`src/rtl/toggle_deser_rx_if.sv`:
```
// rtl/toggle_deser_rx_if.sv - serial line input and word output bundle for toggle_deser_rx
interface toggle_deser_rx_if #(
    parameter int WIDTH = 8
);
    logic             line_in;
    logic             line_en;
    logic             resync;
    logic [WIDTH-1:0] dout;
    logic             dout_valid;
    logic             dout_ready;
    logic             locked;
    logic             overrun;

    modport master (
        output line_in, line_en, resync, dout_ready,
        input  dout, dout_valid, locked, overrun
    );

    modport slave (
        input  line_in, line_en, resync, dout_ready,
        output dout, dout_valid, locked, overrun
    );
endinterface

```
`src/rtl/toggle_deser_rx.sv`:
```
// rtl/toggle_deser_rx.sv - toggle-decoding deserialiser with sync hunt and valid/ready word output
module toggle_deser_rx #(
    parameter int               WIDTH        = 8,
    parameter logic [WIDTH-1:0] SYNC_PATTERN = WIDTH'(8'h7E)
) (
    input  logic             clk,
    input  logic             rst,
    toggle_deser_rx_if.slave bus
);
    localparam int CW = $clog2(WIDTH);
    localparam logic [CW-1:0] LAST = CW'(WIDTH - 1);

    typedef enum logic {HUNT, DATA} state_t;

    state_t           state, state_n;
    logic [CW-1:0]    cnt, cnt_n;
    logic [WIDTH-1:0] sr, sr_n, sr_shift;
    logic [WIDTH-1:0] dout_r, dout_n;
    logic             prev_line, prev_n;
    logic             valid_r, valid_n;
    logic             ovr_r, ovr_n;
    logic             rx_bit;
    logic             complete;

    always_ff @(posedge clk or posedge rst) begin
        if (rst) begin
            state     <= HUNT;
            cnt       <= '0;
            sr        <= '0;
            prev_line <= 1'b0;
            dout_r    <= '0;
            valid_r   <= 1'b0;
            ovr_r     <= 1'b0;
        end else begin
            state     <= state_n;
            cnt       <= cnt_n;
            sr        <= sr_n;
            prev_line <= prev_n;
            dout_r    <= dout_n;
            valid_r   <= valid_n;
            ovr_r     <= ovr_n;
        end
    end

    always_comb begin
        state_n  = state;
        cnt_n    = cnt;
        sr_n     = sr;
        prev_n   = prev_line;
        dout_n   = dout_r;
        valid_n  = valid_r;
        ovr_n    = ovr_r;
        complete = 1'b0;
        rx_bit   = bus.line_in ^ prev_line;
        sr_shift = {sr[WIDTH-2:0], rx_bit};

        // Line history advances even on a resync edge so the next decode stays aligned.
        if (bus.line_en) begin
            prev_n = bus.line_in;
        end

        if (bus.resync) begin
            state_n = HUNT;
            cnt_n   = '0;
            sr_n    = '0;
            ovr_n   = 1'b0;
        end else if (bus.line_en) begin
            sr_n = sr_shift;
            if (state == HUNT) begin
                if (sr_shift == SYNC_PATTERN) begin
                    state_n = DATA;
                    cnt_n   = '0;
                end
            end else if (cnt == LAST) begin
                cnt_n    = '0;
                complete = 1'b1;
            end else begin
                cnt_n = cnt + 1'b1;
            end
        end

        if (complete) begin
            if (!valid_r || bus.dout_ready) begin
                dout_n  = sr_shift;
                valid_n = 1'b1;
            end else begin
                ovr_n = 1'b1;
            end
        end else if (valid_r && bus.dout_ready) begin
            valid_n = 1'b0;
        end
    end

    assign bus.dout       = dout_r;
    assign bus.dout_valid = valid_r;
    assign bus.locked     = (state == DATA);
    assign bus.overrun    = ovr_r;
endmodule

```
`src/flat_wrapper.sv`:
```
// flat-port wrapper written by rule: the top's interface ports become plain ports
module toggle_deser_rx_flat 
#(
    parameter int               WIDTH        = 8,
    parameter logic [WIDTH-1:0] SYNC_PATTERN = WIDTH'(8'h7E)
)
  (clk, rst, bus_line_in, bus_line_en, bus_resync, bus_dout_ready, bus_dout, bus_dout_valid, bus_locked, bus_overrun);
  toggle_deser_rx_if #(.WIDTH(WIDTH)) bus_i ();
  input  logic clk;
  input  logic rst;
  input wire logic [$bits(bus_i.line_in)-1:0] bus_line_in;
  input wire logic [$bits(bus_i.line_en)-1:0] bus_line_en;
  input wire logic [$bits(bus_i.resync)-1:0] bus_resync;
  input wire logic [$bits(bus_i.dout_ready)-1:0] bus_dout_ready;
  output wire logic [$bits(bus_i.dout)-1:0] bus_dout;
  output wire logic [$bits(bus_i.dout_valid)-1:0] bus_dout_valid;
  output wire logic [$bits(bus_i.locked)-1:0] bus_locked;
  output wire logic [$bits(bus_i.overrun)-1:0] bus_overrun;
  assign bus_i.line_in = bus_line_in;
  assign bus_i.line_en = bus_line_en;
  assign bus_i.resync = bus_resync;
  assign bus_i.dout_ready = bus_dout_ready;
  assign bus_dout = bus_i.dout;
  assign bus_dout_valid = bus_i.dout_valid;
  assign bus_locked = bus_i.locked;
  assign bus_overrun = bus_i.overrun;
  toggle_deser_rx #(.WIDTH(WIDTH), .SYNC_PATTERN(SYNC_PATTERN)) u_core (.clk(clk), .rst(rst), .bus(bus_i));
endmodule
```
`config.mk`:
```
export PLATFORM = sky130hd
export DESIGN_NAME = toggle_deser_rx_flat
export DESIGN_NICKNAME = d
export VERILOG_FILES = /design/src/rtl/toggle_deser_rx_if.sv /design/src/rtl/toggle_deser_rx.sv /design/src/flat_wrapper.sv
export SDC_FILE = /design/constraint.sdc
export NUM_CORES = 1
export LEC_CHECK = 0
export CAP_MARGIN = 15
export CORE_MARGIN = 2
export CORE_UTILIZATION = 54
export DETAILED_ROUTE_END_ITERATION = 12
export HOLD_SLACK_MARGIN = 0.1
export MAX_ROUTING_LAYER = met4
export PLACE_DENSITY = 0.81
export SETUP_SLACK_MARGIN = 0.5
export SYNTH_ARGS = -nofsm -noshare
export SYNTH_HDL_FRONTEND = slang
export SYNTH_SLANG_ARGS = --single-unit
```
`constraint.sdc`:
```
create_clock -name clk -period 4.2 [get_ports clk]
set_input_delay 0.84 -clock clk [delete_from_list [all_inputs] [get_ports clk]]
set_output_delay 0.84 -clock clk [all_outputs]
set_load 0.05 [all_outputs]
```
### Word-level counts from Yosys, hierarchy flattened

Index checks and enable logic that the tools add are counted.

* $add $sub $neg: 1
* $mul: 0
* divide/modulo/power cells: 0
* $lt $le $gt $ge: 0
* eq/ne operators: 3
* shift operators: 0
* muxes and demuxes: 21
* bitwise gates (word level): 1
* reductions and logical operators: 9

Operators with widths (count)
* 2-to-1 mux 3 bit: 5
* 2-to-1 mux 1 bit: 14
* 2-to-1 mux 7 bit: 2
* equality test 8 x 7 -> 1 bit, second input constant: 1
* AND reduction 2 bit: 3
* nonzero test 2 bit: 2
* adder 3 x 1 -> 3 bit, second input constant: 1
* equality test 3 bit, second input constant: 1
* nonzero test 3 bit: 1
* inequality test 2 bit, second input constant: 1
* logical AND 1 bit: 1
* zero test 1 bit: 1
* logical OR 1 bit: 1
* XOR 1 bit: 1

* bits in registers: 22
* bits in latches: 0
* memory bits (writable): 0
* ROM bits: 0
* word-level logic and storage cells: 42
* memories: 0

### Logic depth before layout (Yosys ltp)

* depth after elaboration: 7
* depth in mapped cells: 5
* depth with buffers taken out: 5

### Worst setup path after synthesis

OpenSTA, ideal clock, no wires.

* kind: input to register
* start: input port bus_line_en
* end: register u_core.dout_r[0] (netlist: u_core.bus.dout[0])
* library setup time: 125 ps
* arrival time: 1778 ps
* setup slack: 2298 ps
* stages on the path: 4
* buffers on the path: 1
* cells stage by stage: buf_2 -> nand3_1 -> nor3_4 -> mux2_2

* word-level cells in the longest chain between the ends: 3

Ends and longest elaborated chain
* from (decl): RTL line flat_wrapper.sv:12 `input wire logic [$bits(bus_i.line_en)-1:0] bus_line_en;`
* 2-to-1 mux 1 bit: RTL line toggle_deser_rx.sv:67 `end else if (bus.line_en) begin`
* 2-to-1 mux 1 bit: RTL line toggle_deser_rx.sv:62 `if (bus.resync) begin`
* AND reduction 2 bit (no source line)
* to (signal assigned): RTL line toggle_deser_rx.sv:39 `dout_r <= dout_n;`
* to (decl): RTL line toggle_deser_rx.sv:18 `logic [WIDTH-1:0] dout_r, dout_n;`

Every way passes these cells.
A chain may end at the register's enable or synchronous reset.

### Worst setup path after layout

* start: input port bus_line_en
* end: register u_core.dout_r[6] (netlist: u_core.bus.dout[6])

Same word-level chain as after synthesis.

==> out/metrics.csv <==
stage;metric;value;unit
cts;cts_buffers;3;
grt;overflow;0;
critical_path;endpoint;u_core.bus.dout[6];
timing;max_freq;388.6;MHz
cells_and_area;stdcell_count;117;
critical_path;cp_top_family;buffers and inverters;
timing;setup_tns;0;ns
cts;cts_setup_buffers;0;
critical_path;cp_num_buf_inv;1;
critical_path;worstPathCellList;clkdlybuf4s50_1, nand3_1, nor3_4, mux2_2;
floorplan;coreArea;1708;µm²
cts;clock_latency;0.31;ns
critical_path;required;4.40;ns
timing;rsz0062_at_grt;no;
yosys;yosysSeqAreaShare;56.85;%
critical_path;r2r-start;u_core.cnt[0];
yosys;netlist_area;968.4;µm²
yosys;synth_cell_type_count;24;
grt;grt_pass1_vias;581;
yosys;synth_cells;76;
yosys;synth_top_area_share;56.85;%
floorplan;num_rows;15;
min_path;hp-class;flop to flop;
timing;period_needed;2.573;ns
cells_and_area;multi_input_area;392.9;µm²
cells_and_area;diodes;0;
yosys;ys_ff_latch;22;
critical_path;rrSetupSlack;2.42;ns
critical_path;endpoint_kind;flop;
cells_and_area;fillers;135;
critical_path;r2r_cells;5;
yosys;synthTopCellsByArea;dfrtp_1 (57%), mux2_2 (10%), mux2i_1 (8.3%), nor2_1 (3.5%), ha_1 (2.6%);
timing;post-route-period-util;61.27;%
critical_path;cp.arrival;2.78;ns
cts;root_buffer;clkbuf_4;
critical_path;crit_cells;4;
power_and_ir_drop;leakage;0.5434;nW
cts;ctsLongestPathBuffers;2;
cts;cts_tree;built;
critical_path;startpoint;bus_line_en;
critical_path;critPathKind;input pin to flop;
grt;grt_max_degree;23;
cells_and_area;drive_above_1_share;17.39;%
critical_path;crit_fanout;16;
yosys;ys_async_sr_fraction;100.0;%
placement;dp_hpwl;1.074;mm
grt;antenna_found_initial;0;
routing;vias;628;
yosys;ys_warn_count;0;
floorplan;start_util;56.70;%
routing;antenna_left;0;
cts;cts_max_level;1;
timing;relSlewSlack;46.89;%
routing;drcViolationCount;0;
grt;grt_pass1_wl;2.525;mm
cells_and_area;syn_to_final_growth;20.67;%
critical_path;timing.rr.end;u_core.bus.dout[6];
critical_path;cp_slowest_cell;clkdlybuf4s50_1;
power_and_ir_drop;max-vdd-ir-drop;0.0001900;V
grt;grt_usage;17.79;%
placement;placedCellCount;114;
critical_path;start_kind;input pin;
cts;clk_pin_slew;0.11;ns
yosys;synth_nets;84;
yosys;yosys.area.top_type;dfrtp_1;
yosys;synth_edf_count;0;
cts;ctsHoldBuffers;0;
timing;setup_violations;0;
floorplan;die_w;46.35;µm
routing;avgRoutedWirePerCell;13.12;µm
yosys;synthFlopType;dfrtp_1;
timing;clock_skew;0.001294;ns
timing;tightest_slew;0.7958;ns
routing;drt-total-wl;1.535;mm
min_path;hold_path_depth;2;
yosys;syn_area_per_cell;12.74;µm²
flow_run;cap_violations;0;
critical_path;max_stage_delay;0.91;ns
power_and_ir_drop;powerDensity;282.6;nW/µm²
floorplan;ios;17;
placement;io_buffers;16;
timing;slew_viol_final;0;
routing;drt-initial-drc-count;8;
cells_and_area;seq_area;550.5;µm²
timing;hold_violations;0;
status;run_status;finished, final reports clean;
routing;vias_per_cell;5.368;
routing;dr.pass1.iters;4;
floorplan;die_height;46.35;µm
cells_and_area;final_nets;102;
placement;gp_congestion;0.7900;
floorplan;die_area;2148;µm²
cts;cts_num_sinks;22;
cts;ctsResizeCount;0;
worst register-to-register path, stage by stage (launching register included):
cell and delay [ns]:
dfrtp_1 0.41, ha_1 0.17, ha_1 0.18, nand3_1 0.14
nor3_4 0.39, mux2_2 0.39
layer usage:
layer | GRT usage, % | part of all wire (%)
met3 | 3.529 | 4.1
met5 | - | 0
met4 | 12.00 | 2.4
met1 | 22.60 | 46
met2 | 25.56 | 47
cells in the mapped netlist, types with 2 or more instances:
cell and n:
nand3_1 2, dfrtp_1 22, nand2_1 2, mux2i_1 8
nand2b_1 2, inv_1 3, mux2_2 9, nor2_1 9
ha_1 2, a31o_2 2, buf_2 2
state kept, by name, indices dropped and copies added (netlist names):
name,flops
u_core.cnt,3
u_core.bus.locked,1
u_core.bus.dout,8
u_core.bus.overrun,1
u_core.prev_line,1
u_core.sr,7
u_core.bus.dout_valid,1
report_power, final:
part	total [W]	switching (W)	internal, W
clock network	0.0000921	0.0000585	0.0000336
logic	0.0000215	0.0000127	0.00000886
registers	0.000217	0.00000238	0.000214
cell usage in the layout (no fill, tap or decap):
| cell type | count |
|---|---|
| o2bb2ai_1 | 1 |
| xor2_1 | 1 |
| clkdlybuf4s50_1 | 16 |
| a32o_1 | 1 |
| clkbuf_4 | 3 |
| nand2_1 | 2 |
| inv_1 | 3 |
| o32ai_1 | 1 |
| or4_4 | 1 |
| nand3_1 | 2 |
| nor3_4 | 1 |
| nand2b_1 | 2 |
| a21oi_1 | 1 |
| mux2i_1 | 8 |
| nand4_1 | 1 |
| nor2_1 | 9 |
| dfrtp_1 | 22 |
| a41oi_1 | 1 |
| nor2b_1 | 1 |
| ha_1 | 2 |
| a31o_2 | 2 |
| o21bai_1 | 1 |
| nand3b_1 | 1 |
| mux2_2 | 9 |
logic make-up after synthesis:
group           after synthesis  share of synthesized area (%)
flops                        22                          56.85
simple gates                 20                          11.50
mux                          17                          18.73
compound gates                8                          6.848
buf+inv                       6                          2.584
fa+ha+maj                     2                          2.584
xor+xnor                      1                         0.9046
per-stage QoR:
step | worst slack, ns | area (µm²) | utilization (%) | hold WS, ns | power [W]
floorplan | 2.298 | 968.4 | - | 0.5010 | 0.0002342
global placement | 1.307 | 1146 | 67.11 | 0.4840 | 0.0002421
detailed placement | 1.283 | 1146 | 67.11 | 0.4878 | 0.0002425
CTS | 1.621 | 1169 | 68.42 | 0.5147 | 0.0003345
global route | 1.568 | 1169 | 68.42 | 0.5335 | 0.0003423
finish | 1.627 | 1169 | 68.42 | 0.5095 | 0.0003302
worst min path at each step:
stage                             from                 end
floorplan             u_core.prev_line    u_core.prev_line
global placement    u_core.bus.overrun  u_core.bus.overrun
global route        u_core.bus.overrun  u_core.bus.overrun
detailed placement  u_core.bus.overrun  u_core.bus.overrun
finish              u_core.bus.overrun  u_core.bus.overrun
CTS                 u_core.bus.overrun  u_core.bus.overrun
layout make-up:
class                   instances  share of cell area, %
clock buffers                   3                  1.927
well taps                      25                  2.677
inverters                       3                 0.9636
multi-input cells              48                  33.62
flip-flops and latches         22                  47.11
repair buffers                 16                  13.70
Note: power is estimated with default switching activity, not from simulation.
